$ cat src/rtl/picorv32_mem_arbiter.sv
// Two-requester arbiter for the picorv32 native memory bus with registered outputs and slave timeout.
// Optional round-robin arbitration is enabled by defining PICORV32_ARB_RR_EN (default: fixed priority, port 0 wins).
module picorv32_mem_arbiter #(
  parameter int unsigned TIMEOUT_CYCLES = 32,
  parameter logic [31:0] ERR_RDATA      = 32'hDEADBEEF
) (
  input  logic        clk,
  input  logic        resetn,
  input  logic        s0_valid,
  input  logic        s0_instr,
  input  logic [31:0] s0_addr,
  input  logic [31:0] s0_wdata,
  input  logic [3:0]  s0_wstrb,
  output logic        s0_ready,
  output logic [31:0] s0_rdata,
  input  logic        s1_valid,
  input  logic        s1_instr,
  input  logic [31:0] s1_addr,
  input  logic [31:0] s1_wdata,
  input  logic [3:0]  s1_wstrb,
  output logic        s1_ready,
  output logic [31:0] s1_rdata,
  output logic        m_valid,
  output logic        m_instr,
  output logic [31:0] m_addr,
  output logic [31:0] m_wdata,
  output logic [3:0]  m_wstrb,
  input  logic        m_ready,
  input  logic [31:0] m_rdata,
  output logic        owner,
  output logic        busy,
  output logic        timeout_err
);

  localparam int unsigned CNT_W = (TIMEOUT_CYCLES > 32'd0) ? $clog2(TIMEOUT_CYCLES + 32'd1) : 1;
  localparam logic [CNT_W-1:0] CNT_MAX  = {CNT_W{1'b1}};
  localparam logic [CNT_W-1:0] CNT_LAST = CNT_W'(TIMEOUT_CYCLES - 32'd1);
  localparam logic [CNT_W-1:0] CNT_ONE  = CNT_W'(1);

  typedef enum logic [1:0] {
    ST_IDLE  = 2'd0,
    ST_GRANT = 2'd1,
    ST_RESP  = 2'd2
  } state_t;

  state_t            state_r, state_s;
  logic [CNT_W-1:0]  cnt_r, cnt_s;
  logic              grant_s;
  logic              timeout_hit_s;
  logic [31:0]       resp_data_s;

  logic              m_valid_s, m_instr_s, owner_s, busy_s, timeout_err_s;
  logic [31:0]       m_addr_s, m_wdata_s;
  logic [3:0]        m_wstrb_s;
  logic              s0_ready_s, s1_ready_s;
  logic [31:0]       s0_rdata_s, s1_rdata_s;

  assign timeout_hit_s = (TIMEOUT_CYCLES != 32'd0) && (cnt_r == CNT_LAST);
  // A downstream completion on the timeout edge takes precedence over the error.
  assign resp_data_s   = m_ready ? m_rdata : ERR_RDATA;

`ifdef PICORV32_ARB_RR_EN
  logic last_grant_r;

  // Round-robin winner: alternate on contention, otherwise grant the lone requester.
  always_comb begin
    if (s0_valid && s1_valid) begin
      grant_s = ~last_grant_r;
    end else if (s1_valid) begin
      grant_s = 1'b1;
    end else begin
      grant_s = 1'b0;
    end
  end

  // Last-grant history; resets to 1 so port 0 wins the first contention.
  always_ff @(posedge clk or negedge resetn) begin
    if (!resetn) begin
      last_grant_r <= 1'b1;
    end else if ((state_r == ST_IDLE) && (s0_valid || s1_valid)) begin
      last_grant_r <= grant_s;
    end else begin
      last_grant_r <= last_grant_r;
    end
  end
`else
  // Fixed-priority winner: port 0 whenever it is requesting.
  always_comb begin
    if (s0_valid) begin
      grant_s = 1'b0;
    end else if (s1_valid) begin
      grant_s = 1'b1;
    end else begin
      grant_s = 1'b0;
    end
  end
`endif

  // Next-state and next-output logic for the IDLE -> GRANT -> RESP cycle.
  always_comb begin
    state_s       = state_r;
    cnt_s         = cnt_r;
    m_valid_s     = m_valid;
    m_instr_s     = m_instr;
    m_addr_s      = m_addr;
    m_wdata_s     = m_wdata;
    m_wstrb_s     = m_wstrb;
    owner_s       = owner;
    busy_s        = busy;
    timeout_err_s = 1'b0;
    s0_ready_s    = 1'b0;
    s1_ready_s    = 1'b0;
    s0_rdata_s    = s0_rdata;
    s1_rdata_s    = s1_rdata;
    case (state_r)
      ST_IDLE: begin
        if (s0_valid || s1_valid) begin
          state_s   = ST_GRANT;
          owner_s   = grant_s;
          m_valid_s = 1'b1;
          busy_s    = 1'b1;
          cnt_s     = '0;
          if (grant_s) begin
            m_instr_s = s1_instr;
            m_addr_s  = s1_addr;
            m_wdata_s = s1_wdata;
            m_wstrb_s = s1_wstrb;
          end else begin
            m_instr_s = s0_instr;
            m_addr_s  = s0_addr;
            m_wdata_s = s0_wdata;
            m_wstrb_s = s0_wstrb;
          end
        end else begin
          state_s = ST_IDLE;
        end
      end
      ST_GRANT: begin
        if (cnt_r != CNT_MAX) begin
          cnt_s = cnt_r + CNT_ONE;
        end else begin
          cnt_s = cnt_r;
        end
        if (m_ready || timeout_hit_s) begin
          state_s       = ST_RESP;
          m_valid_s     = 1'b0;
          timeout_err_s = ~m_ready;
          if (owner) begin
            s1_ready_s = 1'b1;
            s1_rdata_s = resp_data_s;
          end else begin
            s0_ready_s = 1'b1;
            s0_rdata_s = resp_data_s;
          end
        end else begin
          state_s = ST_GRANT;
        end
      end
      ST_RESP: begin
        state_s = ST_IDLE;
        busy_s  = 1'b0;
      end
      default: begin
        state_s   = ST_IDLE;
        m_valid_s = 1'b0;
        busy_s    = 1'b0;
      end
    endcase
  end

  // State and registered-output update; reset aborts any transfer in flight.
  always_ff @(posedge clk or negedge resetn) begin
    if (!resetn) begin
      state_r     <= ST_IDLE;
      cnt_r       <= '0;
      m_valid     <= 1'b0;
      m_instr     <= 1'b0;
      m_addr      <= 32'd0;
      m_wdata     <= 32'd0;
      m_wstrb     <= 4'd0;
      owner       <= 1'b0;
      busy        <= 1'b0;
      timeout_err <= 1'b0;
      s0_ready    <= 1'b0;
      s1_ready    <= 1'b0;
      s0_rdata    <= 32'd0;
      s1_rdata    <= 32'd0;
    end else begin
      state_r     <= state_s;
      cnt_r       <= cnt_s;
      m_valid     <= m_valid_s;
      m_instr     <= m_instr_s;
      m_addr      <= m_addr_s;
      m_wdata     <= m_wdata_s;
      m_wstrb     <= m_wstrb_s;
      owner       <= owner_s;
      busy        <= busy_s;
      timeout_err <= timeout_err_s;
      s0_ready    <= s0_ready_s;
      s1_ready    <= s1_ready_s;
      s0_rdata    <= s0_rdata_s;
      s1_rdata    <= s1_rdata_s;
    end
  end

endmodule

$ cat config.mk
export PLATFORM = sky130hd
export DESIGN_NAME = picorv32_mem_arbiter
export DESIGN_NICKNAME = d
export VERILOG_FILES = /design/src/rtl/picorv32_mem_arbiter.sv
export SDC_FILE = /design/constraint.sdc
export NUM_CORES = 1
export LEC_CHECK = 0
export ABC_AREA = 0
export CORE_AREA = 4 4 118 120
export DETAILED_ROUTE_END_ITERATION = 7
export DIE_AREA = 0 0 122 124
export DONT_BUFFER_PORTS = 1
export GPL_TIMING_DRIVEN = 0
export PLACE_DENSITY_LB_ADDON = 0.3
export SLEW_MARGIN = 25
export SYNTH_ARGS = -nofsm -noshare
export SYNTH_HDL_FRONTEND = slang
export SYNTH_SLANG_ARGS = --single-unit
export TNS_END_PERCENT = 5
$ cat constraint.sdc
create_clock -name clk -period 5.6 [get_ports clk]
set_clock_uncertainty 0.2 [all_clocks]
set_input_delay 0.56 -clock clk [delete_from_list [all_inputs] [get_ports clk]]
set_output_delay 0.56 -clock clk [all_outputs]
set_load 0.01 [all_outputs]
==> results.tsv, run 1 <==
stage	metric	value	unit
outcome	status	complete, no violations	
sta	relSlewSlack	0.532	
synth	async_reset_ff_frac	1.00	
synth	synth_area_leaders	dfrtp_1, mux2i_1, a2bb2oi_2	
synth	ys_seq_area_frac	0.556	
pwr	powerDensity	604	mW/mm2
placement	dpl.hpwl	13.8	mm
clocking	cts.root.buffer_cell	clkbuf_16	
sta	fmax	456	MHz
floorplan	dieArea	0.0151	mm2
synth	synth_edf_count	0	
cells_and_area	finalNetCount	737	
sta	slew_viol_final	0	
floorplan	io_pins	314	
placement	gp_congestion	0.858	
clocking	cts_tree	built	
cells_and_area	area_growth	12.2	%
clocking	cts.clk_slew.worst_paths	0.06	ns
routing	post_drt_via_cell_ratio	5.93	
sta	hold_viol	0	
clocking	numCtsBuffers	17	
pwr	p_leak	3.17	nW
floorplan	die_h	124	um
synth	synthFlopType	dfrtp_1	
cells_and_area	design_area	0.00742	mm2
cells_and_area	n_antenna_cell	0	
synth	syn_area_per_cell	12.2	um2
grt	grt_pass1_vias	4569	
synth	yosysWarnings	0	
placement	place_area	0.00683	mm2
synth	synth.most_common_cell	dfrtp_1	
grt	grt_pass1_wl	27.1	mm
floorplan	start_util	0.509	
routing	routed-via-count	4444	
sta	period_share	0.392	
sta	worst_slew_pin_slew	0.703	ns
grt	grt_max_degree	148	
routing	firstDrtPassIters	4	
clocking	clockBufferDepth	2	
pwr	p_total	4.48	mW
synth	yosysTopAreaCell	dfrtp_1	
floorplan	die_w	122	um
sta	setup_viol	0	
grt	antenna_found_initial	0	
cells_and_area	fin_util	0.572	
worst_hold_path	hp-class	input pin to register	
sta	min_period	2.19	ns
sta	finalSetupTns	0	ns
floorplan	core_area	0.0130	mm2
synth	synth_seq_cells	147	
synth	netlist_top_cells_count	dfrtp_1, nand2_1, o21ai_0, mux2i_1, a2bb2oi_2	
setup_path	cp.required	5.67	ns
routing	drt_iter0_markers	237	
pwr	comb_power_share	0.261	
flow_run	cap_violations	0	
grt	grt.total_usage	0.236	
clocking	cts.sinks	147	
clocking	htree_levels	4	
placement	io_buffers	0	
synth	syn_area	0.00661	mm2
clocking	insertion_delay	0.40	ns
pwr	ir_worst_vdd	0.225	mV
setup_path	worst-path-max-fanout	10	
synth	synth.distinct_cells	37	
cells_and_area	drive_above_1_share	0.193	
routing	drt-total-wl	18.2	mm
synth	syn_inst	540	
setup_path	cp.arrival	2.26	ns
setup_path	end_kind	register	
sta	rsz0062_at_grt	false	
routing	drcViolationCount	0	
synth	synth_nets	716	
sta	whs	0.0358	ns
pwr	pwr-share-seq	0.502	
pwr	p_int	2.70	mW
routing	wl_per_cell	24.3	um
pwr	switching_share	0.397	
floorplan	rows	42	
routing	drtAntennaViolNets	0	
pwr	switchingPower	1.78	mW
setup_path	cp-start-kind	register	
grt	overflow	0	
pwr	p_clk_frac	0.237	
synth	synth_top_area_frac	0.556	
setup_path	critPathKind	register to register	
through the flow:
step,setup slack [ns],cells
6_report,3.41,750
5_1_grt,3.21,750
4_1_cts,3.38,750
3_5_place_dp,3.22,716
3_3_place_gp,3.27,716
2_1_floorplan,3.67,540
final cells by class:
cell class | instances | area (um2)
buffer | 42 | 269
clock buffer | 17 | 425
clock inverter | 15 | 124
fill | 1083 | 5560
inverter | 5 | 33.8
multi-input combinational | 346 | 2630
sequential | 147 | 3680
tap | 176 | 220
timing repair buffer | 2 | 37.5
state kept, by name, summed over array words and instances (netlist names), 2 cells and up:
| register | count |
|---|---|
| cnt_r | 6 |
| state_r | 2 |
| m_addr | 32 |
| s1_rdata | 32 |
| s0_rdata | 32 |
| m_wstrb | 4 |
| m_wdata | 32 |
repair_timing:
item / 4_1_cts / 5_1_grt
hold endpoints to repair: 147 / 0
resized for setup: 0 / 0
hold buffers: 2 / 0
setup buffers: 0 / 0
logic make-up (layout without fill, tap and decap cells):
logic type,Yosys count,after routing,synth area share
flip-flops,147,147,0.556
AO/OA/AOI/OAI,149,149,0.193
buffers and inverters,47,81,0.0458
multiplexers,69,69,0.104
AND/OR/NAND/NOR,127,127,0.0982
adder cells (fa/ha/maj),1,1,0.00189
metal layers:
layer	up-vias	global-route usage	part of all wire	wire, um
met5	-	0	0	0
met4	0	0.0672	0.019	347
li1	1981	-	-	-
met3	23	0.110	0.12	2160
met2	220	0.394	0.50	9190
met1	2220	0.274	0.36	6510
layout by cell type (no fill, tap or decap), drive strengths merged:
cell type,instances
a21bo,1
and3,1
o32a,2
nor2b,26
clkinvlp,4
mux2i,69
buf,31
nand3b,1
a21oi,5
dfrtp,147
dlygate4sd3,1
nand2b,2
a21o,1
and4,2
a211o,1
nand3,4
ha,1
nor3,1
nor2,10
a32o,16
clkinv,3
nand4,2
clkbuf,29
inv,13
nand2,75
a2bb2oi,48
a221o,1
or2,1
nor4,1
o21ai,74
nor3b,1
critical path: stages (launching register included):
cell,delay (ns)
dfrtp_1,0.32
buf_2,0.18
nor2_1,0.09
o21ai_1,0.38
buf_2,0.35
clkbuf_1,0.36
o21ai_0,0.17
power by group through the flow:
stage	clock, mW	sequential [mW]	combinational [mW]
2_1_floorplan	0	2.09	0.951
5_1_grt	1.14	2.30	1.31
3_5_place_dp	0	2.26	1.16
6_report	1.06	2.25	1.17
4_1_cts	1.08	2.25	1.18
3_3_place_gp	0	2.25	1.10
final timing paths:
kind	from	end	slack [ns]	depth (start not counted)
max in group asynchronous	resetn	m_addr[12]$_DFFE_PN0N_	4.06	2
max	state_r[0]$_DFF_PN0_	m_addr[20]$_DFFE_PN0N_	3.41	6
min in group asynchronous	resetn	s1_rdata[5]$_DFFE_PN0P_	0.62	2
max reg2reg	state_r[0]$_DFF_PN0_	m_addr[20]$_DFFE_PN0N_	3.41	6
min	s0_valid	owner$_DFFE_PN0N_	0.04	1
min reg2reg	cnt_r[5]$_DFFE_PN0P_	timeout_err$_DFF_PN0_	0.35	1
Note: power is estimated with default switching activity, not from simulation.
==> run 2, diff against run 1 <==
Clock period 5.6 ns to 2.1 ns, I/O delays scaled along.
==> run 2 against run 1 <==
Area after synthesis is the same. Synthesized cell count is the same. The flow now stops in 4_1_cts.
==> results.tsv, run 2 <==
stage	metric	value	unit	change
outcome	stop_error	[ERROR RSZ-0060] Max buffer count reached.		
clocking	post_cts.resized_instances	1		+1
placement	io_buffers	0		unchanged
synth	synth_top_area_frac	0.556		unchanged
clocking	clockBufferDepth	2		unchanged
synth	netlist_top_cells_count	dfrtp_1, nand2_1, o21ai_0, mux2i_1, a2bb2oi_2		
clocking	cts.root.buffer_cell	clkbuf_16		
clocking	cts.sinks	147		unchanged
synth	syn_inst	540		unchanged
outcome	haltStage	4_1_cts		
synth	syn_area	0.00661	mm2	unchanged
synth	synth.most_common_cell	dfrtp_1		
outcome	status	stopped before the end		
clocking	post_cts_buffers	0		unchanged
synth	synth_seq_cells	147		unchanged
clocking	htree_levels	4		unchanged
synth	synth_area_leaders	dfrtp_1, mux2i_1, a2bb2oi_2		
clocking	numCtsBuffers	17		unchanged
synth	synth_nets	716		unchanged
clocking	cts-hold-fix-buffers	151		+149
floorplan	die_h	124	um	unchanged
floorplan	io_pins	314		unchanged
placement	gp_congestion	0.858		unchanged
floorplan	die_w	122	um	unchanged
floorplan	start_util	0.509		unchanged
synth	synth_edf_count	0		unchanged
synth	synthFlopType	dfrtp_1		
synth	async_reset_ff_frac	1.00		unchanged
synth	yosysTopAreaCell	dfrtp_1		
placement	post-place-cells	716		unchanged
synth	yosysWarnings	0		unchanged
synth	synth.distinct_cells	37		unchanged
synth	syn_area_per_cell	12.2	um2	unchanged
placement	dpl.hpwl	13.8	mm	unchanged
floorplan	rows	42		unchanged
synth	ys_seq_area_frac	0.556		unchanged
run 2: cell counts after synthesis:
Identical to the previous run, type by type.
run 2: kinds of logic after synthesis:
logic type | Yosys count | synth area share
multiplexers | 69 | 0.104
buffers and inverters | 47 | 0.0458
adder cells (fa/ha/maj) | 1 | 0.00189
AND/OR/NAND/NOR | 127 | 0.0982
flip-flops | 147 | 0.556
AO/OA/AOI/OAI | 149 | 0.193
run 2: through the flow:
step                 util  setup WS (ns)  hold slack [ns]  instance area [um2]
floorplan               -          0.170           -0.286                 6610
global placement    0.526        -0.0481           -0.282                 6830
detailed placement  0.526         -0.126           -0.282                 6830
==> run 3, diff against run 2 <==
Settings changed: CORE_AREA 4 4 118 120 to unset, CORE_MARGIN set to 4, CORE_UTILIZATION set to 40, DIE_AREA 0 0 122 124 to unset, PLACE_DENSITY_LB_ADDON 0.3 to 0.15.
==> run 3 against run 2 <==
The flow again stops in 4_1_cts. Synthesized cell count unchanged. Area after synthesis unchanged.
==> results.tsv, run 3 <==
stage	metric	value	unit	change
outcome	status	stopped before the end		
clocking	htree_levels	4		unchanged
floorplan	start_util	0.412		-0.0976
synth	syn_area	0.00661	mm2	unchanged
placement	post-place-cells	756		+5.6%
synth	yosysTopAreaCell	dfrtp_1		
floorplan	die_h	137	um	+10%
synth	synth_nets	716		unchanged
synth	synth_seq_cells	147		unchanged
clocking	numCtsBuffers	17		unchanged
clocking	post_cts_buffers	0		unchanged
outcome	stop_error	[ERROR RSZ-0060] Max buffer count reached.		
clocking	cts.root.buffer_cell	clkbuf_16		
clocking	cts-hold-fix-buffers	158		+4.6%
synth	synth_edf_count	0		unchanged
synth	synth_top_area_frac	0.556		unchanged
placement	gp_congestion	0.822		-4.2%
synth	syn_inst	540		unchanged
placement	place_area	0.00688	mm2	+0.73%
floorplan	io_pins	314		unchanged
floorplan	die_w	137	um	+12%
synth	async_reset_ff_frac	1.00		unchanged
synth	synth-xor-area-share	0		unchanged
outcome	haltStage	4_1_cts		
floorplan	rows	46		+9.5%
synth	synth_mux_area_frac	0.104		unchanged
clocking	post_cts.resized_instances	2		+1
synth	ys_seq_area_frac	0.556		unchanged
synth	yosys.area_share.simple	0.0982		unchanged
placement	io_buffers	0		unchanged
synth	synth_top_family_by_area	compound AO/OA/AOI/OAI gates		
synth	synthAdderAreaFrac	0.00189		unchanged
synth	synth_compound_area_frac	0.193		unchanged
synth	netlist_top_cells_count	dfrtp_1, nand2_1, o21ai_0, mux2i_1, a2bb2oi_2		
clocking	cts.sinks	147		unchanged
synth	synthFlopType	dfrtp_1		
synth	yosysWarnings	0		unchanged
placement	dpl.hpwl	13.9	mm	+0.85%
placement	pre_cts_slack	-0.215	ns	-0.0895 ns
synth	synth_area_leaders	dfrtp_1, mux2i_1, a2bb2oi_2		
clocking	clockBufferDepth	2		unchanged
synth	synth.distinct_cells	37		unchanged
synth	syn_area_per_cell	12.2	um2	unchanged
synth	synth.most_common_cell	dfrtp_1		
run 3: cell counts after synthesis:
No cell type changed its count.
run 3: stage by stage:
stage | utilization | TNS (ns)
2_1_floorplan | - | 0
3_3_place_gp | 0.429 | -1.28
3_5_place_dp | 0.429 | -2.08
run 3: logic make-up after synthesis:
family          Yosys count
compound gates          149
fa+ha+maj                 1
buf+inv                  47
flops                   147
mux                      69
simple gates            127
